### src/rtl/mini_src_control_sequencer.sv
// Hardwired Mini SRC control unit: fetch T0-T2, opcode-class execute T3-T7,
// memory wait handshake with timeout, halt/run control.
module mini_src_control_sequencer #(
  parameter int OPCODE_W    = 5,
  parameter int STEP_W      = 4,
  parameter int MEM_TIMEOUT = 15
) (
  input  logic                Clock,
  input  logic                clear,
  input  logic                run,
  input  logic [OPCODE_W-1:0] ir_op,
  input  logic                CON_FF,
  input  logic                mem_done,
  output logic                PCout,
  output logic                Zlowout,
  output logic                Zhighout,
  output logic                MDRout,
  output logic                MARin,
  output logic                Zin,
  output logic                PCin,
  output logic                MDRin,
  output logic                IRin,
  output logic                Yin,
  output logic                LOin,
  output logic                HIin,
  output logic                IncPC,
  output logic                Read,
  output logic                Write,
  output logic                GRA,
  output logic                GRB,
  output logic                GRC,
  output logic                Rin,
  output logic                Rout,
  output logic                BAout,
  output logic                Cout,
  output logic [OPCODE_W-1:0] alu_op,
  output logic                halted,
  output logic                mem_err,
  output logic [STEP_W-1:0]   step
);

  localparam int CNT_W = $clog2(MEM_TIMEOUT + 1);
  localparam logic [OPCODE_W-1:0] OP_ADD = OPCODE_W'(3);

  // State encoding doubles as the step debug value.
  typedef enum logic [3:0] {
    S_T0 = 4'd0, S_T1 = 4'd1, S_T2 = 4'd2, S_T3 = 4'd3,
    S_T4 = 4'd4, S_T5 = 4'd5, S_T6 = 4'd6, S_T7 = 4'd7,
    S_IDLE = 4'd14, S_HALT = 4'd15
  } state_t;

  typedef enum logic [3:0] {
    C_LD, C_LDI, C_ST, C_RALU, C_IALU, C_MD, C_BRX, C_JR, C_JAL, C_HALT, C_NOP
  } cls_t;

  typedef struct packed {
    logic PCout, Zlowout, Zhighout, MDRout, MARin, Zin, PCin, MDRin, IRin, Yin, LOin;
    logic HIin, IncPC, Read, Write, GRA, GRB, GRC, Rin, Rout, BAout, Cout;
  } ctrl_t;

  function automatic cls_t decode(input logic [OPCODE_W-1:0] op);
    cls_t c;
    if (op == OPCODE_W'(0))                              c = C_LD;
    else if (op == OPCODE_W'(1))                         c = C_LDI;
    else if (op == OPCODE_W'(2))                         c = C_ST;
    else if (op >= OPCODE_W'(3)  && op <= OPCODE_W'(11)) c = C_RALU;
    else if (op >= OPCODE_W'(12) && op <= OPCODE_W'(14)) c = C_IALU;
    else if (op == OPCODE_W'(15) || op == OPCODE_W'(16)) c = C_MD;
    else if (op == OPCODE_W'(19))                        c = C_BRX;
    else if (op == OPCODE_W'(20))                        c = C_JR;
    else if (op == OPCODE_W'(21))                        c = C_JAL;
    else if (op == OPCODE_W'(27))                        c = C_HALT;
    else                                                 c = C_NOP;
    return c;
  endfunction

  state_t              state, nxt;
  logic [OPCODE_W-1:0] op_q;
  logic [CNT_W-1:0]    wait_cnt;
  logic                err_q, err_set, last, wait_step;
  cls_t                cls;
  ctrl_t               c;
  logic [OPCODE_W-1:0] alu_n;

  // IR is only guaranteed from T3; latch it there so later steps see a stable class.
  assign cls = (state == S_T3) ? decode(ir_op) : decode(op_q);

  always_ff @(posedge Clock) begin
    if (clear) begin
      state    <= S_IDLE;
      op_q     <= '0;
      wait_cnt <= '0;
      err_q    <= 1'b0;
    end else begin
      state    <= nxt;
      if (state == S_T3) op_q <= ir_op;
      wait_cnt <= (wait_step && !mem_done) ? wait_cnt + 1'b1 : '0;
      if (err_set) err_q <= 1'b1;
    end
  end

  always_comb begin
    c         = '0;
    alu_n     = '0;
    last      = 1'b0;
    wait_step = 1'b0;
    case (state)
      S_T0: begin c.PCout = 1'b1; c.MARin = 1'b1; c.IncPC = 1'b1; c.Zin = 1'b1; end
      S_T1: begin
        c.Zlowout = 1'b1; c.PCin = 1'b1; c.Read = 1'b1; c.MDRin = 1'b1;
        wait_step = 1'b1;
      end
      S_T2: begin c.MDRout = 1'b1; c.IRin = 1'b1; end
      S_T3: case (cls)
        C_LD, C_LDI, C_ST: begin c.GRB = 1'b1; c.BAout = 1'b1; c.Yin = 1'b1; end
        C_RALU, C_IALU:    begin c.GRB = 1'b1; c.Rout = 1'b1; c.Yin = 1'b1; end
        C_MD:              begin c.GRA = 1'b1; c.Rout = 1'b1; c.Yin = 1'b1; end
        C_BRX:             begin c.GRA = 1'b1; c.Rout = 1'b1; end
        C_JR:              begin c.GRA = 1'b1; c.Rout = 1'b1; c.PCin = 1'b1; last = 1'b1; end
        C_JAL:             begin c.PCout = 1'b1; c.Rin = 1'b1; end  // R15 via all GR selects low
        C_HALT:            ;
        default:           last = 1'b1;
      endcase
      S_T4: case (cls)
        C_LD, C_LDI, C_ST: begin c.Cout = 1'b1; c.Zin = 1'b1; alu_n = OP_ADD; end
        C_RALU:  begin c.GRC = 1'b1; c.Rout = 1'b1; c.Zin = 1'b1; alu_n = op_q; end
        C_IALU:  begin c.Cout = 1'b1; c.Zin = 1'b1; alu_n = op_q; end
        C_MD:    begin c.GRB = 1'b1; c.Rout = 1'b1; c.Zin = 1'b1; alu_n = op_q; end
        C_BRX:   begin c.PCout = 1'b1; c.Yin = 1'b1; end
        C_JAL:   begin c.GRA = 1'b1; c.Rout = 1'b1; c.PCin = 1'b1; last = 1'b1; end
        default: last = 1'b1;
      endcase
      S_T5: case (cls)
        C_LD, C_ST:             begin c.Zlowout = 1'b1; c.MARin = 1'b1; end
        C_LDI, C_RALU, C_IALU: begin
          c.Zlowout = 1'b1; c.GRA = 1'b1; c.Rin = 1'b1; last = 1'b1;
        end
        C_MD:    begin c.Zlowout = 1'b1; c.LOin = 1'b1; end
        C_BRX:   begin c.Cout = 1'b1; c.Zin = 1'b1; alu_n = OP_ADD; end
        default: last = 1'b1;
      endcase
      S_T6: case (cls)
        C_LD:    begin c.Read = 1'b1; c.MDRin = 1'b1; wait_step = 1'b1; end
        C_ST:    begin c.GRA = 1'b1; c.Rout = 1'b1; c.MDRin = 1'b1; end
        C_MD:    begin c.Zhighout = 1'b1; c.HIin = 1'b1; last = 1'b1; end
        C_BRX:   begin c.Zlowout = CON_FF; c.PCin = CON_FF; last = 1'b1; end
        default: last = 1'b1;
      endcase
      S_T7: case (cls)
        C_LD:    begin c.MDRout = 1'b1; c.GRA = 1'b1; c.Rin = 1'b1; last = 1'b1; end
        C_ST:    begin c.Write = 1'b1; wait_step = 1'b1; last = 1'b1; end
        default: last = 1'b1;
      endcase
      default: ;
    endcase
  end

  always_comb begin
    nxt     = state;
    err_set = 1'b0;
    case (state)
      S_IDLE: if (run) nxt = S_T0;
      S_HALT: nxt = S_HALT;
      default: begin
        if (state == S_T3 && cls == C_HALT) begin
          nxt = S_HALT;
        end else if (wait_step && !mem_done) begin
          // Stalled cycle: hold unless this one exhausts the wait budget.
          if (wait_cnt == CNT_W'(MEM_TIMEOUT - 1)) begin
            nxt     = S_HALT;
            err_set = 1'b1;
          end
        end else if (last) begin
          nxt = run ? S_T0 : S_IDLE;
        end else begin
          nxt = state_t'(state + 4'd1);
        end
      end
    endcase
  end

  assign PCout    = c.PCout;
  assign Zlowout  = c.Zlowout;
  assign Zhighout = c.Zhighout;
  assign MDRout   = c.MDRout;
  assign MARin    = c.MARin;
  assign Zin      = c.Zin;
  assign PCin     = c.PCin;
  assign MDRin    = c.MDRin;
  assign IRin     = c.IRin;
  assign Yin      = c.Yin;
  assign LOin     = c.LOin;
  assign HIin     = c.HIin;
  assign IncPC    = c.IncPC;
  assign Read     = c.Read;
  assign Write    = c.Write;
  assign GRA      = c.GRA;
  assign GRB      = c.GRB;
  assign GRC      = c.GRC;
  assign Rin      = c.Rin;
  assign Rout     = c.Rout;
  assign BAout    = c.BAout;
  assign Cout     = c.Cout;
  assign alu_op   = alu_n;
  assign halted   = (state == S_HALT);
  assign mem_err  = err_q;
  assign step     = STEP_W'(state);

endmodule

### config.mk
export PLATFORM = sky130hd
export DESIGN_NAME = mini_src_control_sequencer
export DESIGN_NICKNAME = d
export VERILOG_FILES = /design/src/rtl/mini_src_control_sequencer.sv
export SDC_FILE = /design/constraint.sdc
export NUM_CORES = 1
export LEC_CHECK = 0
export CAP_MARGIN = 20
export CORE_MARGIN = 5
export CORE_UTILIZATION = 50
export DETAILED_ROUTE_END_ITERATION = 10
export PLACE_DENSITY = 0.87
export SLEW_MARGIN = 20
export SYNTH_ARGS = -nofsm -noshare
export SYNTH_HDL_FRONTEND = slang
export SYNTH_SLANG_ARGS = --single-unit
### constraint.sdc
create_clock -name Clock -period 3.8 [get_ports Clock]
set_input_delay 0.38 -clock Clock [delete_from_list [all_inputs] [get_ports Clock]]
set_output_delay 0.38 -clock Clock [all_outputs]
set_load 0.01 [all_outputs]
After elaboration in Yosys (flattened, before gate mapping)
Index checks and enable logic that the tools add are counted.
{ "word_totals": {"reg_bits": 14, "out_inout_bits": 33} }
{ "classes": {"n_addsub": 2, "order_cmp": 8, "eq_ne": 37, "n_mux": 79, "bitwise_logic": 1, "n_reduce_logical": 29} }
{ "ops": {"columns": ["cell", "count"], "rows": [
  ["$mux W4", 23],
  ["$eq A5 B5 Y1 const B", 10],
  ["$eq A4 B3 Y1 const B", 8],
  ["$mux W1", 32],
  ["$eq A4 B4 Y1 const B", 5],
  ["$le A5 B4 Y1 const B", 4],
  ["$pmux W5 S2", 2],
  ["$pmux W1 S3", 6],
  ["$eq A4 B2 Y1 const B", 4],
  ["$reduce_or A3 Y1", 5],
  ["$pmux W1 S2", 7],
  ["$eq A5 B1 Y1 const B", 2],
  ["$eq A5 B2 Y1 const B", 2],
  ["$eq A5 B4 Y1 const B", 2],
  ["$ge A5 B2 Y1 const B", 2],
  ["$ge A5 B4 Y1 const B", 2],
  ["$logic_not A5 Y1", 2],
  ["$mux W2", 5],
  ["$pmux W1 S5", 2],
  ["$reduce_or A5 Y1", 2],
  ["$reduce_or A9 Y1", 1],
  ["$add A4 B1 Y4 const B", 2],
  ["$eq A4 B1 Y1 const B", 2],
  ["$logic_not A4 Y1", 2],
  ["13 further kinds", 22]
]} }

Logic depth before layout (Yosys ltp)
Gate-level depths: netlist of the first run.
{ "depth": {"ltp_word": 20, "depth_mapped": 11, "mapped_depth_nobuf": 9} }

Worst setup path before layout of the first run
Ideal clock, no wire load.
{ "synth_path": {"path_type": "register to register", "from": "register state[0] (netlist: step[0])", "to": "register state[2] (netlist: step[2])", "setup_ns": 0.119, "t_arrival_ns": 2.643, "slack_ns": 1.038, "path_stages_with_launch": 10, "path_buffers": 0, "path_cell_list": "dfxtp_1 ha_1 nand2_1 or4_4 nand2_4 mux2i_1 a31oi_4 nand3b_2 or3_1 o221a_1"} }
{ "synth_via": {"elab_chain_cells": 10, "word_cells_on_any_way": 40} }
{ "synth_rtl": {"columns": ["element", "line", "source"], "rows": [
  ["start: declaration", "77", "state_t state, nxt;"],
  ["start signal: assignment", "95", "state <= nxt;"],
  ["$eq A4 B2 Y1", "86, 107, 165", null],
  ["$mux W4", "86", "assign cls = (state == S_T3) ? decode(ir_op) : decode(op_q);"],
  ["$eq A4 B4 Y1 (tied with other cells)", "114, 165", null],
  ["$reduce_or A9 Y1 (no line) (tied with other cells)", null, null],
  ["$mux W1 (on tied branches)", null, null],
  ["$pmux W1 S5", "107", "case (state)"],
  ["$mux W4", "173", "end else if (last) begin"],
  ["$mux W4", "167", "end else if (wait_step && !mem_done) begin"],
  ["$mux W4", "165", "if (state == S_T3 && cls == C_HALT) begin"],
  ["$pmux W4 S2", "161", "case (state)"]
]} }
Several ways; a longest one is shown, not always the timed one.
A chain may end at the register's enable or synchronous reset.

Worst setup path in the final report of the first run
{ "layout_path": {"from": "input port ir_op[3]", "to": "output port alu_op[2]"} }
{ "layout_via": {"elab_chain_cells": 16, "word_cells_on_any_way": 37} }
{ "layout_rtl": {"columns": ["element", "line", "source"], "rows": [
  ["start: declaration", "11", "input logic [OPCODE_W-1:0] ir_op,"],
  ["$eq A5 B5 Y1", "72", "else if (op == OPCODE_W'(27)) c = C_HALT;"],
  ["$mux W2", "72", null],
  ["$mux W2", "71", "else if (op == OPCODE_W'(21)) c = C_JAL;"],
  ["$mux W4", "70", "else if (op == OPCODE_W'(20)) c = C_JR;"],
  ["$mux W4", "69", "else if (op == OPCODE_W'(19)) c = C_BRX;"],
  ["$mux W4", "68", "else if (op == OPCODE_W'(15) || op == OPCODE_W'(16)) c = C_MD;"],
  ["$mux W4", "67", "else if (op >= OPCODE_W'(12) && op <= OPCODE_W'(14)) c = C_IALU;"],
  ["$mux W4", "66", "else if (op >= OPCODE_W'(3) && op <= OPCODE_W'(11)) c = C_RALU;"],
  ["$mux W4", "65", "else if (op == OPCODE_W'(2)) c = C_ST;"],
  ["$mux W4", "64", "else if (op == OPCODE_W'(1)) c = C_LDI;"],
  ["$mux W4 *", "63", "if (op == OPCODE_W'(0)) c = C_LD;"],
  ["$mux W4 *", "86", null],
  ["$eq A4 B3 Y1 (tied with other cells)", "124", "S_T4: case (cls)"],
  ["$reduce_or A3 Y1 (no line)", null, null],
  ["$pmux W5 S2 *", "124", null],
  ["$pmux W5 S2 *", "107", null],
  ["end: declaration", "36", "output logic [OPCODE_W-1:0] alu_op,"]
]} }
Mark *: on every way between the ends. The rest lies on a longest branch, timed or not.

==> results of run 1 <==
-- synthesized netlist by cell type (all sizes together), types with 2 or more instances --
cell type / instances / area share [%]
nand2: 34 / 8.2
a21oi: 29 / 9.1
nor2: 25 / 6.0
o21ai: 16 / 4.8
dfxtp: 14 / 17
buf: 12 / 4.6
and2: 10 / 4.2
nor3: 10 / 3.0
inv: 7 / 1.6
ha: 6 / 4.5
nand3: 6 / 2.5
o31ai: 5 / 2.2
a31oi: 4 / 2.4
nand3b: 4 / 2.0
and3: 3 / 1.3
mux2i: 3 / 2.0
nor2b: 3 / 1.1
o21a: 3 / 1.3
or3: 3 / 1.1
xnor2: 3 / 1.6
a211oi: 2 / 0.89
a21o: 2 / 0.89
nand2b: 2 / 1.2
o22ai: 2 / 0.75
or2b: 2 / 1.0
or3b: 2 / 1.0
or4: 2 / 1.3
xor2: 2 / 1.0
-- flip-flops by register name, summed over array words and instances, names as in the netlist --
signal    flops
op_q          5
step          4
mem_err       1
wait_cnt      4
-- worst min-delay path: cells and delay by family, from the launching register on --
family             cells  cell delay, ns
and+or+nand+nor        1            0.07
AOI/OAI and AO/OA      1            0.04
DFF                    1            0.33
-- per-layer routing --
layer	GRT usage, %	vias to the layer above	part of all wire, %
met4	4.47	0	1.2
met3	1.81	12	7.4
met5	0	-	0
met2	33.9	104	49
met1	26.3	832	43
li1	-	920	-
-- final cells by class --
type / instances / area [um^2]
Multi-Input combinational cell: 201 / 1290
Fill cell: 282 / 1150
Tap cell: 46 / 57.6
Inverter: 7 / 26.3
Sequential cell: 14 / 280
Clock buffer: 3 / 22.5
Timing Repair Buffer: 47 / 458
-- metrics by stage --
| stage | hold slack, ns | instances | setup WS [ns] |
|---|---|---|---|
| after global placement | 0.454 | 315 | 0.181 |
| after floorplan | 0.449 | 236 | 1.04 |
| final | 0.479 | 318 | 0.135 |
| after detailed placement | 0.462 | 315 | 0.119 |
| after global routing | 0.527 | 318 | 0.0278 |
| after CTS | 0.481 | 318 | 0.127 |
-- power groups by stage --
| stage | Combinational, uW | Sequential [uW] | Clock (uW) |
|---|---|---|---|
| 3_3_place_gp | 465 | 211 | 0 |
| 2_1_floorplan | 309 | 210 | 0 |
| 4_1_cts | 479 | 208 | 84.1 |
| 3_5_place_dp | 478 | 212 | 0 |
| 6_report | 485 | 208 | 81.8 |
| 5_1_grt | 526 | 213 | 89.9 |
-- cells by family after synthesis --
logic type / count (synthesis) / synth area share [%]
AND/OR/NAND/NOR: 112 / 37.3
flip-flops: 14 / 16.7
XOR/XNOR: 5 / 2.61
multiplexers: 4 / 2.68
buffers and inverters: 21 / 7.15
AO/OA/AOI/OAI: 74 / 29.1
adder cells (fa/ha/maj): 6 / 4.47
-- worst max-delay path by stage --
stage / from / endpoint / slack, ns / cells after the start
detailed placement: ir_op[3] / PCin / 0.12 / 8
floorplan: step[0]$_SDFFE_PP0P_ / step[2]$_SDFFE_PP1P_ / 1.04 / 9
CTS: ir_op[3] / PCin / 0.13 / 8
global placement: ir_op[3] / alu_op[2] / 0.18 / 10
finish: ir_op[3] / alu_op[2] / 0.13 / 10
global route: ir_op[3] / alu_op[2] / 0.03 / 10
==> metrics, run 1 <==
sw power around 340 uW; async set-reset flop share out of synthesis 0%; Tightest Hold Check Type reg -> reg; logic gate share of total power about 63%; Total Power just under 800 uW; Pwr Density approximately 360 nW/um^2; largest net degree at the start of global routing 18; Core ar. approximately 3300 um^2; DR vias approximately 1,900; hold buffer count at cts 0; worst-case reg-to-reg path depth 9; Hold Path Depth 2; wire per inst around 14 um; fmax 273 MHz; Cells after Synth 236; post-synthesis net count 252; unrepaired setup endpoints after global routing no; sink of the worst hold path mem_err$_SDFFE_PP0P_; cell family with most CP delay simple AND/OR/NAND/NOR gates; Worst setup SP type input pin; Die Wd between 60 and 70 um; global-route wire length before repair 7200 um; GPL Wtd Cong 0.988; reg2reg end step[2]$_SDFFE_PP1P_; yosys warns 0; CTS buffer count 3; measured slew at the worst slew-check pin around 0.54 ns; Worst Path Buf+Inv 2; GRT Util Overall about a fifth; Seq pwr share 26.9%; Area after DPL 2100 um^2; worst path cell trace clkdlybuf4s50_1 -> or3b_1 -> a21oi_1 -> or4_4 -> and2_4 -> nor2_1 -> nand2_1 -> a21oi_1 -> and2_1 -> clkdlybuf4s50_1; Synth cell types between 60 and 70; Diodes inserted 0; crit path kind in -> out; final hold viol count 0; htree depth 1; synthesized flop and latch total 14; worst rel slew slack between 60% and 70%; layout cell share with drive strength beyond 1 about an eighth; initial core utilization 51.1%; peak supply drop 0.000352 V; Vias/cell about 5.9; clock transition at the registers of the reported paths 0.08 ns; final wirelength approximately 4600 um; FF-to-FF Start step[0]$_SDFFE_PP0P_; most common cell after layout, fill and taps aside clkdlybuf4s50_1; leakage 0.000777 uW; Max Cap Viol 0; Clock Sinks 14; Clk pwr share a little over a tenth; Slowest cell on crit path clkdlybuf4s50_1; Critical Path AT approximately 3.3 ns; DRT Pass-1 Iters 6; CTS Buffer Depth 2; height of the die between 60 and 70 um; Remaining DRCs 0; vias in the first global route about 1,600; EDFF count, synth 0; io pins 43; Max Slew Vio Count 0; number of gates resized after cts 0; commonest non-fill, non-tap cells in the layout clkdlybuf4s50_1 (42), nand2_1 (32), a21oi_1 (27); Root Driver clkbuf_4; total negative slack 0 ns; beginning of the worst hold path mem_err$_SDFFE_PP0P_; DIE AREA 4620 um^2; Critical Path Fanout Max 11; Syn Area/Cell ~7.1 um^2; Seq/Total Area, Yosys 16.7%; final setup violation count 0; minimum clock period between 3 and 4 ns; Tcrit/Tclk final around 96%; Top FF cell, synth dfxtp_1; Critical Path RT around 3.4 ns; P_int 434 uW; R2R Setup Slk between 0.8 and 0.9 ns; CP Capture Type primary output; CTS tree yes; drt initial violations 370; status completed; Post-Syn Area between 1500 and 2000 um^2; Routed Antenna Nets 0; initial antenna violation count 0; Sw Share 44.0%; CP max stage delay 0.67 ns; total grt overflow 0; IO Port Bufs 42; Final nets between 200 and 300; design area 2140 um^2; Clock Latency Late Sink between 0.2 and 0.3 ns; detailed-placement wirelength estimate approximately 3600 um; postcts setup bufs 0; post-layout util 65.1%; clk_skew roughly 0.0036 ns; Area Growth Syn to Fin 27.3%; # rows 21
(Power assumes the default switching activity.)
==> run 2, diff against run 1 <==
- CELL_PAD_IN_SITES_DETAIL_PLACEMENT: default -> 2
- CELL_PAD_IN_SITES_GLOBAL_PLACEMENT: default -> 2
- CORE_UTILIZATION: 50 -> 27
- GPL_ROUTABILITY_DRIVEN: default -> 0
==> run 2 against run 1 <==
Combinational power grew 4%. Clock power up 47%. Via count grew 1.8%. Critical path type unchanged. Core utilization is 28 points lower.
==> metrics, run 2 (same netlist as run 1, synthesis figures left out) <==
layout cell share with drive strength beyond 1 13.6% (+0.69 points); DRT Pass-1 Iters 4 (-2); # rows 28 (+33%); clk_skew 0.00459 ns (+0.000964 ns); height of the die 88.9 um (+31%); Max Slew Vio Count 0 (unchanged); wire per inst 17.8 um (+23%); initial antenna violation count 0 (unchanged); Tcrit/Tclk final 94.7% (-1.8 points); most common cell after layout, fill and taps aside clkdlybuf4s50_1; final wirelength 6210 um (+35%); Filler Cells Inserted 708 (+150%); CTS Buffer Depth 2 (unchanged); Clock Sinks 14 (unchanged); global-route wire length before repair 10,300 um (+43%); final setup violation count 0 (unchanged); DIE AREA 7900 um^2 (+71%); Clock Latency Late Sink 0.24 ns (-0.03 ns); CTS buffer count 3 (unchanged); IO Port Bufs 42 (unchanged); Area Growth Syn to Fin 31.7%; status completed; drt initial violations 57 (-85%); Critical Path AT 3.22 ns (-0.07 ns); Remaining DRCs 0 (unchanged); vias in the first global route 2,023 (+27%); total grt overflow 0 (unchanged); minimum clock period 3.60 ns (-0.0677 ns); final hold viol count 0 (unchanged); fmax 278 MHz (+1.9%); DR vias 1,902 (+1.8%); most used cell, CP clkdlybuf4s50_1; GRT Util Overall 16.4% (-3.3 points); CP max stage delay 0.62 ns (-0.05 ns); most flop-heavy register op_q; Routed Antenna Nets 0 (unchanged); Critical Path RT 3.42 ns (about the same); max reg flops 5 (unchanged); Tightest Hold Check Type reg -> reg; Final nets 291 (+0.34%); Vias/cell 5.47 (-7.0%); htree depth 1 (unchanged); Core ar. 5990 um^2 (+82%); Diodes inserted 0 (unchanged); Slowest cell on crit path clkdlybuf4s50_1; Root Driver clkbuf_8; initial core utilization 28.0% (-23 points); post-layout util 36.9% (-28 points); crit path kind in -> out; Max Cap Viol 0 (unchanged); peak supply drop 0.000233 V (-34%); io pins 43 (unchanged); largest net degree at the start of global routing 16 (-2); Worst Path Buf+Inv 2 (unchanged); leakage 0.000823 uW (+6.0%); worst path cell trace clkdlybuf4s50_1 -> nor4_1 -> or4_4 -> and2_4 -> nor2_1 -> nand2_1 -> a21oi_1 -> a31oi_1 -> o21ai_0 -> clkdlybuf4s50_1; Worst setup SP type input pin; Die Wd 88.9 um (+31%); post-placement cell count 345 (+9.5%); detailed-placement wirelength estimate 4960 um (+40%); total negative slack 0 ns (unchanged); commonest non-fill, non-tap cells in the layout clkdlybuf4s50_1 (38), nand2_1 (32), a21oi_1 (26); worst rel slew slack 62.6% (-0.52 points); Non-Filler Instances 348 (+9.4%); cell family with most CP delay buffers and inverters; Pwr Density 378 nW/um^2 (+4.2%); Critical Path Fanout Max 11 (unchanged); clock transition at the registers of the reported paths 0.06 ns (-0.02 ns); measured slew at the worst slew-check pin 0.560 ns (+0.0177 ns); CP Capture Type primary output; CTS tree yes
-- run 2: cell count changes in the layout (fill, tap and decap cells not counted), moves of 3 or more --
cell             previous run  this run
clkbuf_4                    3         0
clkbuf_8                    0         3
clkdlybuf4s50_1            42        38
dlymetal6s2s_1              0         4
-- run 2: layer usage --
metal,share of wire (%),vias up,track usage [%]
met1,46,942,21.3
li1,-,923,-
met5,0,-,0
met3,2.9,2,1.21
met2,51,35,30.0
met4,0.32,0,2.06
-- run 2: final cells by class --
class / instances / area, um^2 / area share [%]
multi-input combinational: 201 / 1290 / 58.5
timing repair buffer: 48 / 475 / 21.5
sequential: 14 / 280 / 12.7
tap: 75 / 93.8 / 4.24
clock buffer: 3 / 41.3 / 1.87
inverter: 7 / 26.3 / 1.19
-- run 2: worst reg2reg max path: cells and delay by family (launching register included) --
family                 cells  cell delay (ns)
buffers and inverters      1             0.24
AND/OR/NAND/NOR            2             0.73
AO/OA/AOI/OAI              6             1.07
multiplexers               1             0.40
flip-flops                 1             0.48
-- run 2: power breakdown --
group	switching [uW]	internal, uW
Combinational	272	232
Sequential	42.9	168
Clock	50.4	70.0
Total	365	470
-- run 2: final timing paths --
path / from / end / slack, ns / cells past startpoint
hold / removal: mem_err$_SDFFE_PP0P_ / mem_err$_SDFFE_PP0P_ / 0.48 / 2
setup reg to reg: op_q[4]$_SDFFE_PP0P_ / step[0]$_SDFFE_PP0P_ / 0.81 / 10
setup / recovery: ir_op[0] / Rout / 0.20 / 10
hold reg to reg: mem_err$_SDFFE_PP0P_ / mem_err$_SDFFE_PP0P_ / 0.48 / 2
-- run 2: timing repair --
item,in CTS,in global routing
setup buffers,0,0
resized for setup,0,7
hold buffers,0,0
setup endpoints to repair,0,6
-- run 2: stage by stage --
step,hold WS [ns],setup WS (ns),area (um^2),total power [uW]
floorplan,0.449,1.04,1680,519
global placement,0.462,0.187,2140,697
detailed placement,0.463,0.0856,2140,717
CTS,0.484,0.0677,2190,841
global route,0.545,-0.00193,2210,903
finish,0.476,0.203,2210,835
